===== src/rtl/route_compute.sv =====
// Dimension-ordered (X, Y, Z) route computation stage for a 3D mesh router.
// Decodes the head flit, latches its route for the rest of the packet and drops malformed flits.
module route_compute #(
    parameter logic [2:0]  X         = 3'd0,
    parameter logic [2:0]  Y         = 3'd0,
    parameter logic [2:0]  Z         = 3'd0,
    parameter int unsigned FLIT_SIZE = 32
) (
    input  logic                 clk,
    input  logic                 rst,
    input  logic [FLIT_SIZE-1:0] q_data,
    input  logic                 q_empty,
    output logic                 q_deq,
    output logic [FLIT_SIZE-1:0] out_flit,
    output logic [6:0]           out_port,
    output logic                 out_valid,
    input  logic                 out_ready,
    output logic [7:0]           err_cnt
);

    typedef enum logic [1:0] {StIdle, StActive, StDrop} state_t;

    localparam logic [1:0] TypeHead   = 2'b00;
    localparam logic [1:0] TypeBody   = 2'b01;
    localparam logic [1:0] TypeTail   = 2'b10;
    localparam logic [1:0] TypeSingle = 2'b11;

    state_t               state_q, state_d;
    logic [6:0]           route_q;
    logic [FLIT_SIZE-1:0] flit_q;
    logic [6:0]           port_q;
    logic                 valid_q;
    logic [7:0]           err_q;
    logic                 started_q;

    logic [1:0] flit_type;
    logic [8:0] dst;
    logic [2:0] dx, dy, dz;
    logic       check_ok;
    logic [6:0] route_calc;
    logic [6:0] route_sel;
    logic       fwd;
    logic       use_latched;
    logic       latch_route;
    logic       count_err;
    logic       slot_free;

    assign flit_type = q_data[FLIT_SIZE-1 -: 2];
    assign dst       = q_data[FLIT_SIZE-3 -: 9];
    assign dx        = dst[8:6];
    assign dy        = dst[5:3];
    assign dz        = dst[2:0];
    assign check_ok  = (q_data[FLIT_SIZE-12] == ^dst);

    // Bit order {ZN, ZP, YN, YP, XN, XP, LOCAL}
    always_comb begin
        route_calc = '0;
        if (dx > X)      route_calc[1] = 1'b1;
        else if (dx < X) route_calc[2] = 1'b1;
        else if (dy > Y) route_calc[3] = 1'b1;
        else if (dy < Y) route_calc[4] = 1'b1;
        else if (dz > Z) route_calc[5] = 1'b1;
        else if (dz < Z) route_calc[6] = 1'b1;
        else             route_calc[0] = 1'b1;
    end

    // state_d is the state taken if the head flit is dequeued this cycle
    always_comb begin
        fwd         = 1'b0;
        use_latched = 1'b0;
        latch_route = 1'b0;
        count_err   = 1'b0;
        state_d     = state_q;
        unique case (state_q)
            StIdle: begin
                unique case (flit_type)
                    TypeHead: begin
                        if (check_ok) begin
                            fwd         = 1'b1;
                            latch_route = 1'b1;
                            state_d     = StActive;
                        end else begin
                            count_err = 1'b1;
                            state_d   = StDrop;
                        end
                    end
                    TypeSingle: begin
                        if (check_ok) fwd = 1'b1;
                        else          count_err = 1'b1;
                    end
                    default: count_err = 1'b1;
                endcase
            end
            StActive: begin
                unique case (flit_type)
                    TypeBody: begin
                        fwd         = 1'b1;
                        use_latched = 1'b1;
                    end
                    TypeTail: begin
                        fwd         = 1'b1;
                        use_latched = 1'b1;
                        state_d     = StIdle;
                    end
                    default: count_err = 1'b1;
                endcase
            end
            StDrop: begin
                if (flit_type == TypeTail || flit_type == TypeSingle) state_d = StIdle;
            end
            default: state_d = StIdle;
        endcase
    end

    assign route_sel = use_latched ? route_q : route_calc;
    assign slot_free = !valid_q || out_ready;
    // Discards drain regardless of the output slot; started_q holds off the first cycle after reset
    assign q_deq     = started_q && !q_empty && (!fwd || slot_free);

    always_ff @(posedge clk or negedge rst) begin
        if (!rst) begin
            state_q   <= StIdle;
            route_q   <= '0;
            flit_q    <= '0;
            port_q    <= '0;
            valid_q   <= 1'b0;
            err_q     <= '0;
            started_q <= 1'b0;
        end else begin
            started_q <= 1'b1;
            if (q_deq) state_q <= state_d;
            if (q_deq && latch_route) route_q <= route_calc;
            if (q_deq && fwd) begin
                valid_q <= 1'b1;
                flit_q  <= q_data;
                port_q  <= route_sel;
            end else if (out_ready) begin
                valid_q <= 1'b0;
            end
            if (q_deq && count_err && err_q != 8'hFF) err_q <= err_q + 8'd1;
        end
    end

    assign out_flit  = flit_q;
    assign out_port  = port_q;
    assign out_valid = valid_q;
    assign err_cnt   = err_q;

endmodule


===== config.mk =====
export PLATFORM = sky130hd
export DESIGN_NAME = route_compute
export DESIGN_NICKNAME = d
export VERILOG_FILES = /design/src/rtl/route_compute.sv
export SDC_FILE = /design/constraint.sdc
export NUM_CORES = 1
export LEC_CHECK = 0
export CAP_MARGIN = 20
export CORE_ASPECT_RATIO = 0.8
export CORE_MARGIN = 2
export CORE_UTILIZATION = 46
export DETAILED_ROUTE_END_ITERATION = 8
export GPL_TIMING_DRIVEN = 0
export MAX_ROUTING_LAYER = met4
export PLACE_DENSITY = 0.88
export SLEW_MARGIN = 25
export SYNTH_ARGS = -nofsm -noshare
export SYNTH_HDL_FRONTEND = slang
export SYNTH_SLANG_ARGS = --single-unit

===== constraint.sdc =====
create_clock -name clk -period 2.65 [get_ports clk]
set_input_delay 0.53 -clock clk [delete_from_list [all_inputs] [get_ports clk]]
set_output_delay 0.53 -clock clk [all_outputs]
set_load 0.03 [all_outputs]

==> results of run 1 <==
worst paths after layout:
check,start,to,cells after the start
hold reg to reg,out_flit[11],out_flit[11],1
hold / removal,rst,err_cnt[5],1
min in group clk,q_data[28],out_flit[28],2
max in group asynchronous,rst,out_flit[25],1
setup / recovery,q_data[24],q_deq,8
setup reg to reg,state_q[0],out_port[1],6
cell usage after synthesis, drive strengths merged, types with 4 or more instances:
library cell	number
dfrtp	52
mux2	44
xnor2	12
inv	9
nor2	9
buf	7
ha	6
nand2	5
o211ai	5
o21ai	5
a21oi	4
and3	4
nor3	4
state kept, by name, summed over array words and instances (netlist names):
register	count
out_port	4
out_flit	32
started_q	1
err_cnt	8
route_q	4
state_q	2
out_valid	1
through the flow:
stage | std cells | TNS, ns | hold slack (ns) | total power [W]
floorplan | 197 | 0 | 0.234 | 0.00270
global placement | 356 | -41.39 | 0.486 | 0.00348
detailed placement | 356 | -18.70 | 0.492 | 0.00352
CTS | 365 | 0 | 0.274 | 0.00408
global route | 365 | -0.0766 | 0.304 | 0.00429
finish | 365 | 0 | 0.254 | 0.00407
critical path, stage by stage:
cell and delay [ns]:
clkdlybuf4s50_1 0.47, xnor2_1 0.29, xnor2_2 0.17, xnor2_2 0.16, buf_6 0.14, o21ai_4 0.06
a21oi_4 0.13, buf_6 0.14
what timing repair did:
action                     in CTS  in global routing
gates resized for setup        28                 13
pin swaps                       8                  4
hold endpoints to repair        0                  0
setup buffers                   2                  0
setup endpoints to repair      35                  1
power by group:
| group | internal, W | switching [W] |
|---|---|---|
| logic | 0.00112 | 0.00114 |
| clock network | 0.000233 | 0.000251 |
| registers | 0.00112 | 0.000204 |
layout make-up:
cell class / instances / share of cell area, %
timing repair buffer: 83 / 22.0
multi-input combinational: 126 / 34.8
buffer: 10 / 2.37
sequential: 52 / 34.8
inverter: 9 / 0.902
tap: 78 / 2.61
clock buffer: 7 / 2.57
cell families after synthesis:
family          count (synthesis)  synth area share, %
fa+ha+maj                       6                 2.88
simple gates                   35                 7.64
mux                            44                 23.3
buf+inv                        19                 4.08
other cells                     2                0.288
flops                          52                 50.0
compound gates                 24                 7.16
xor+xnor                       13                 4.66
metal layers:
layer / GRT usage [%] / routed length (um)
met1: 24.1 / 2470
met2: 30.6 / 2590
met3: 4.26 / 265
met4: 5.39 / 67
met5: - / 0
cells in the final DEF (no fill, tap or decap), types with 2 or more instances in the layout:
master / n
conb_1: 4
buf_6: 5
nand3b_1: 2
xnor2_2: 5
nor3_1: 4
inv_1: 5
xnor2_1: 7
clkbuf_1: 2
ha_4: 3
inv_2: 4
clkdlybuf4s15_1: 3
clkdlybuf4s50_1: 69
nand2_1: 5
dlymetal6s2s_1: 3
o211ai_1: 5
and3_1: 4
nor2_1: 9
mux2_2: 14
nand2b_1: 3
dlygate4sd2_1: 3
nand3_1: 2
clkbuf_8: 8
dfrtp_1: 52
buf_4: 6
a21oi_1: 3
o21ai_0: 4
ha_1: 3
nor3b_1: 2
mux2_4: 30
==> qor.yml, run 1 <==
status:
  status: "finished clean"
placement:
  gp_congestion: 0.828
  dp_hpwl_um: 3700
  placed_area_mm2: 0.00353
  io_buffers: 81
  dp_slack_ns: -1.14
route:
  postRouteAntennaNets: 0
  drt-initial-drc-count: 36
  drc_errors: 0
  routedWlPerCell_um: 14.8
  num_vias: 1826
  drt_wl_total_um: 5380
  routed_via_density: 5.00
  dr.pass1.iters: 4
floorplan:
  dieArea_mm2: 0.00628
  core_mm2: 0.00547
  rows: 24
  start_util_pct: 47.7
  dieWidth_um: 88.1
  die_h_um: 71.3
  io_pins: 85
critical_path:
  cp_data_required_time_ns: 2.12
  cp.arrival_ns: 2.09
  worst_setup_path_end_kind: "primary output"
  path_max_fanout: 3
  start_kind: "primary input"
  rrSetupSlack_ns: 0.42
  crit_type: "primary input to primary output"
clock_tree:
  cts_tree: "built"
  ctsHoldBuffers: 0
  clockRootBuffer: "clkbuf_8"
  cts_buffer_depth: 2
  cts_sinks: 52
  htreeDepth: 2
  cts_buffers: 5
  insertion_delay_ns: 0.30
  path_clk_slew_ns: 0.09
sta:
  slew_headroom_pct: 56.5
  layout_setup_ws_ns: 0.0253
  slew_violations: 0
  setup-violations-final: 0
  fmax_mhz: 381
  fin_worst_skew_ns: 0.00606
  worstMarginPinSlew_ns: 0.652
  timing.final.crit_period_ns: 2.62
  finalHoldViolCount: 0
  final.period_utilization_pct: 99.0
final_layout:
  sequential_cell_area_mm2: 0.00130
  drive_gt1_share_pct: 29.3
  fin_util_pct: 68.5
  synthToLayoutAreaGrowth_pct: 43.7
  antennaDiodeCount: 0
  final_nets: 329
  num-fill-cells: 406
  multi_input_area_mm2: 0.00130
  fin_area_mm2: 0.00374
yosys:
  ys_seq_area_share_pct: 50.0
  yosysTopAreaCell: "dfrtp_1"
  synth_area_mm2: 0.00260
  synth_cell_types: 38
  synthCells: 195
  netlist.area_leader.share_pct: 50.0
  synth_top_flop_cell: "dfrtp_1"
  synth-seq-cells: 52
  synth_edf_count: 0
  syn_avg_cell_area_um2: 13.4
  ys_warn_count: 0
  ys_top_cells_by_area: "dfrtp_1, mux2_4, mux2_2, xnor2_1, ha_1"
  async_reset_ff_share_pct: 100
grt:
  grt_first_pass_wirelength_um: 9090
  grt_usage_pct: 18.9
  grt-ovfl-total: 0
  antenna_found_initial: 0
  grt_max_degree: 53
  grt_pass1_vias: 1926
hold_path:
  hold_class: "primary input to asynchronous set/reset pin"
power_and_ir_drop:
  p_leak_nw: 1.66
  ir_worst_vdd_mv: 0.595
  powerDensity_mw_per_mm2: 1090
job:
  drv_cap: 0
No activity file was read; power rests on OpenSTA's default activity.
==> inputs of run 2 (changes only) <==
CORE_UTILIZATION = 42   (was 46)
PLACE_DENSITY = 0.85   (was 0.88)
clock period = 2.2 ns   (was 2.65 ns; I/O delays follow)
==> run 2 against run 1 <==
Compared with the run above:
- the flow now finishes with violations (setup timing)
- wire length increased by 0.58%
- die area increased by 9.0%
- cell area increased by 1.5%
- register-to-register slack got worse by 0.29 ns
- hold slack got worse by 0.11 ns
- critical path depth increased by 2
- sequential share of layout area decreased by 0.50 points
- clock power increased by 17%
- clock skew about the same
- sequential cell count unchanged
- global-route usage decreased by 1.6 points
- critical endpoint unchanged
- largest power group unchanged
==> qor.yml, run 2 (synthesis gave the netlist of run 1 again) <==
status:
  status: "finished, violations left"
  violations: "setup timing"
grt:
  grt_max_degree: 53  # unchanged
  grt_first_pass_wirelength_um: 9140  # +0.53%
  grt-ovfl-total: 0  # unchanged
  grt_pass1_vias: 1935  # +0.47%
  antenna_found_initial: 0  # unchanged
  grt_usage_pct: 17.3  # -1.6 points
route:
  num_vias: 1823  # -0.16%
  drt-initial-drc-count: 35  # -2.8%
  postRouteAntennaNets: 0  # unchanged
  routedWlPerCell_um: 14.6  # -0.78%
  routed_via_density: 4.93  # -1.5%
  dr.pass1.iters: 4  # unchanged
  drc_errors: 0  # unchanged
  drt_wl_total_um: 5420  # +0.58%
critical_path:
  crit_path_max_incr_delay_ns: 0.25  # -0.22 ns
  r2r_end: "err_cnt[7]"
  crit_path_start: "q_data[27]"
  worst_setup_path_end_kind: "primary output"
  cp_data_required_time_ns: 1.76  # -0.36 ns
  path_common_cell: "buf_6"
  path_cells: "buf_6 -> inv_4 -> ha_4 -> xor2_2 -> xnor2_2 -> xnor2_4 -> buf_6 -> o21ai_4 -> a21oi_4 -> buf_6"
  worstSetupEndpoint: "q_deq"
  r2r-start: "err_cnt[0]"
  crit_slowest_cell: "xnor2_2"
  path_max_fanout: 2  # -1
  rrSetupSlack_ns: 0.13  # -0.29 ns
  start_kind: "primary input"
  rr_worst_depth: 6  # unchanged
  cp.arrival_ns: 1.85  # -0.24 ns
  crit_type: "primary input to primary output"
floorplan:
  dieArea_mm2: 0.00685  # +9.0%
  core_mm2: 0.00594  # +8.7%
  dieWidth_um: 92.1  # +4.4%
  io_pins: 85  # unchanged
  die_h_um: 74.4  # +4.4%
  rows: 25  # +4.2%
  start_util_pct: 43.8  # -3.8 points
final_layout:
  largest_reg_flops: 32  # unchanged
  fin_util_pct: 63.9  # -4.6 points
  final_nets: 330  # +0.30%
  fin_area_mm2: 0.00380  # +1.5%
  antennaDiodeCount: 0  # unchanged
  num-fill-cells: 449  # +11%
  final_cell_mix: "clkdlybuf4s50_1, dfrtp_1, mux2_4"
  synthToLayoutAreaGrowth_pct: 45.8
  stdcell_count: 370  # +1.4%
  final_common_cell: "clkdlybuf4s50_1"
  drive_gt1_share_pct: 33.6  # +4.3 points
sta:
  fin_worst_skew_ns: 0.00595  # -0.000117 ns
  rsz0062_at_grt: "true"
  layout_setup_ws_ns: -0.0931  # -0.118 ns
  slew_violations: 0  # unchanged
  setup-violations-final: 34  # +34
  slew_headroom_pct: 56.8  # +0.29 points
  fmax_mhz: 436
  worstMarginPinSlew_ns: 0.648  # -0.00427 ns
  final.period_utilization_pct: 104
  timing.final.crit_period_ns: 2.29
  finalHoldViolCount: 0  # unchanged
clock_tree:
  htreeDepth: 2  # unchanged
  path_clk_slew_ns: 0.09  # about the same
  insertion_delay_ns: 0.30  # about the same
  cts_buffer_depth: 2  # unchanged
  ctsHoldBuffers: 0  # unchanged
  clockRootBuffer: "clkbuf_8"
  cts_buffers: 5  # unchanged
  cts_tree: "built"
  cts_sinks: 52  # unchanged
power_and_ir_drop:
  power_w: 0.00494  # +21%
  ir_worst_vdd_mv: 0.573  # -3.7%
  powerDensity_mw_per_mm2: 1300  # +20%
  p_leak_nw: 1.66  # about the same
placement:
  placed_area_mm2: 0.00362  # +2.4%
  place_inst: 359  # +0.84%
  gp_congestion: 0.805  # -2.8%
  dp_slack_ns: -1.44  # -0.300 ns
  dp_hpwl_um: 3830  # +3.6%
  io_buffers: 81  # unchanged
hold_path:
  hold_class: "primary input to asynchronous set/reset pin"
job:
  drv_cap: 0  # unchanged
run 2: layout make-up:
cell class	instances	area (um^2)	share of cell area, %
timing repair buffer	85	817	21.5
clock inverter	1	7.51	0.198
tap	81	101	2.67
buffer	9	86.3	2.27
multi-input combinational	126	1350	35.5
inverter	9	51.3	1.35
clock buffer	7	86.3	2.27
sequential	52	1300	34.3
run 2: power breakdown:
| group | internal, W | switching (W) |
|---|---|---|
| sequential | 0.00135 | 0.000279 |
| combinational | 0.00138 | 0.00136 |
| clock | 0.000256 | 0.000311 |
| total | 0.00298 | 0.00195 |
run 2: what timing repair did:
action,4_1_cts,5_1_grt
pin swaps,7,2
setup endpoints to repair,52,47
setup buffers,4,0
endpoints found under the hold margin,0,0
gates resized for setup,48,7
run 2: worst min-delay path by stage:
stage	endpoint
2_1_floorplan	err_cnt[0]
6_report	state_q[1]
5_1_grt	out_flit[0]
4_1_cts	out_flit[29]
3_5_place_dp	out_port[0]
3_3_place_gp	route_q[5]
run 2: critical path, delay by kind of cell:
kind | cells | cell delay [ns]
AOI/OAI and AO/OA | 2 | 0.21
xor gates and xnor gates | 3 | 0.59
buffers and inverters | 4 | 0.42
adders and majority gates | 1 | 0.20
run 2: metrics by stage:
stage,setup TNS (ns),hold slack [ns]
after CTS,-0.134,0.180
final,-0.553,0.144
after global placement,-78.95,0.487
after global routing,-2.51,0.207
after floorplan,-0.0570,0.144
after detailed placement,-37.74,0.493
run 2: metal layers:
metal  GRT usage (%)  up-vias  share of wire, %
met3            4.26        6               5.1
met5               -        -                 0
met4            4.48        0              0.78
li1                -      861                 -
met2            28.2       58                49
met1            22.0      898                46
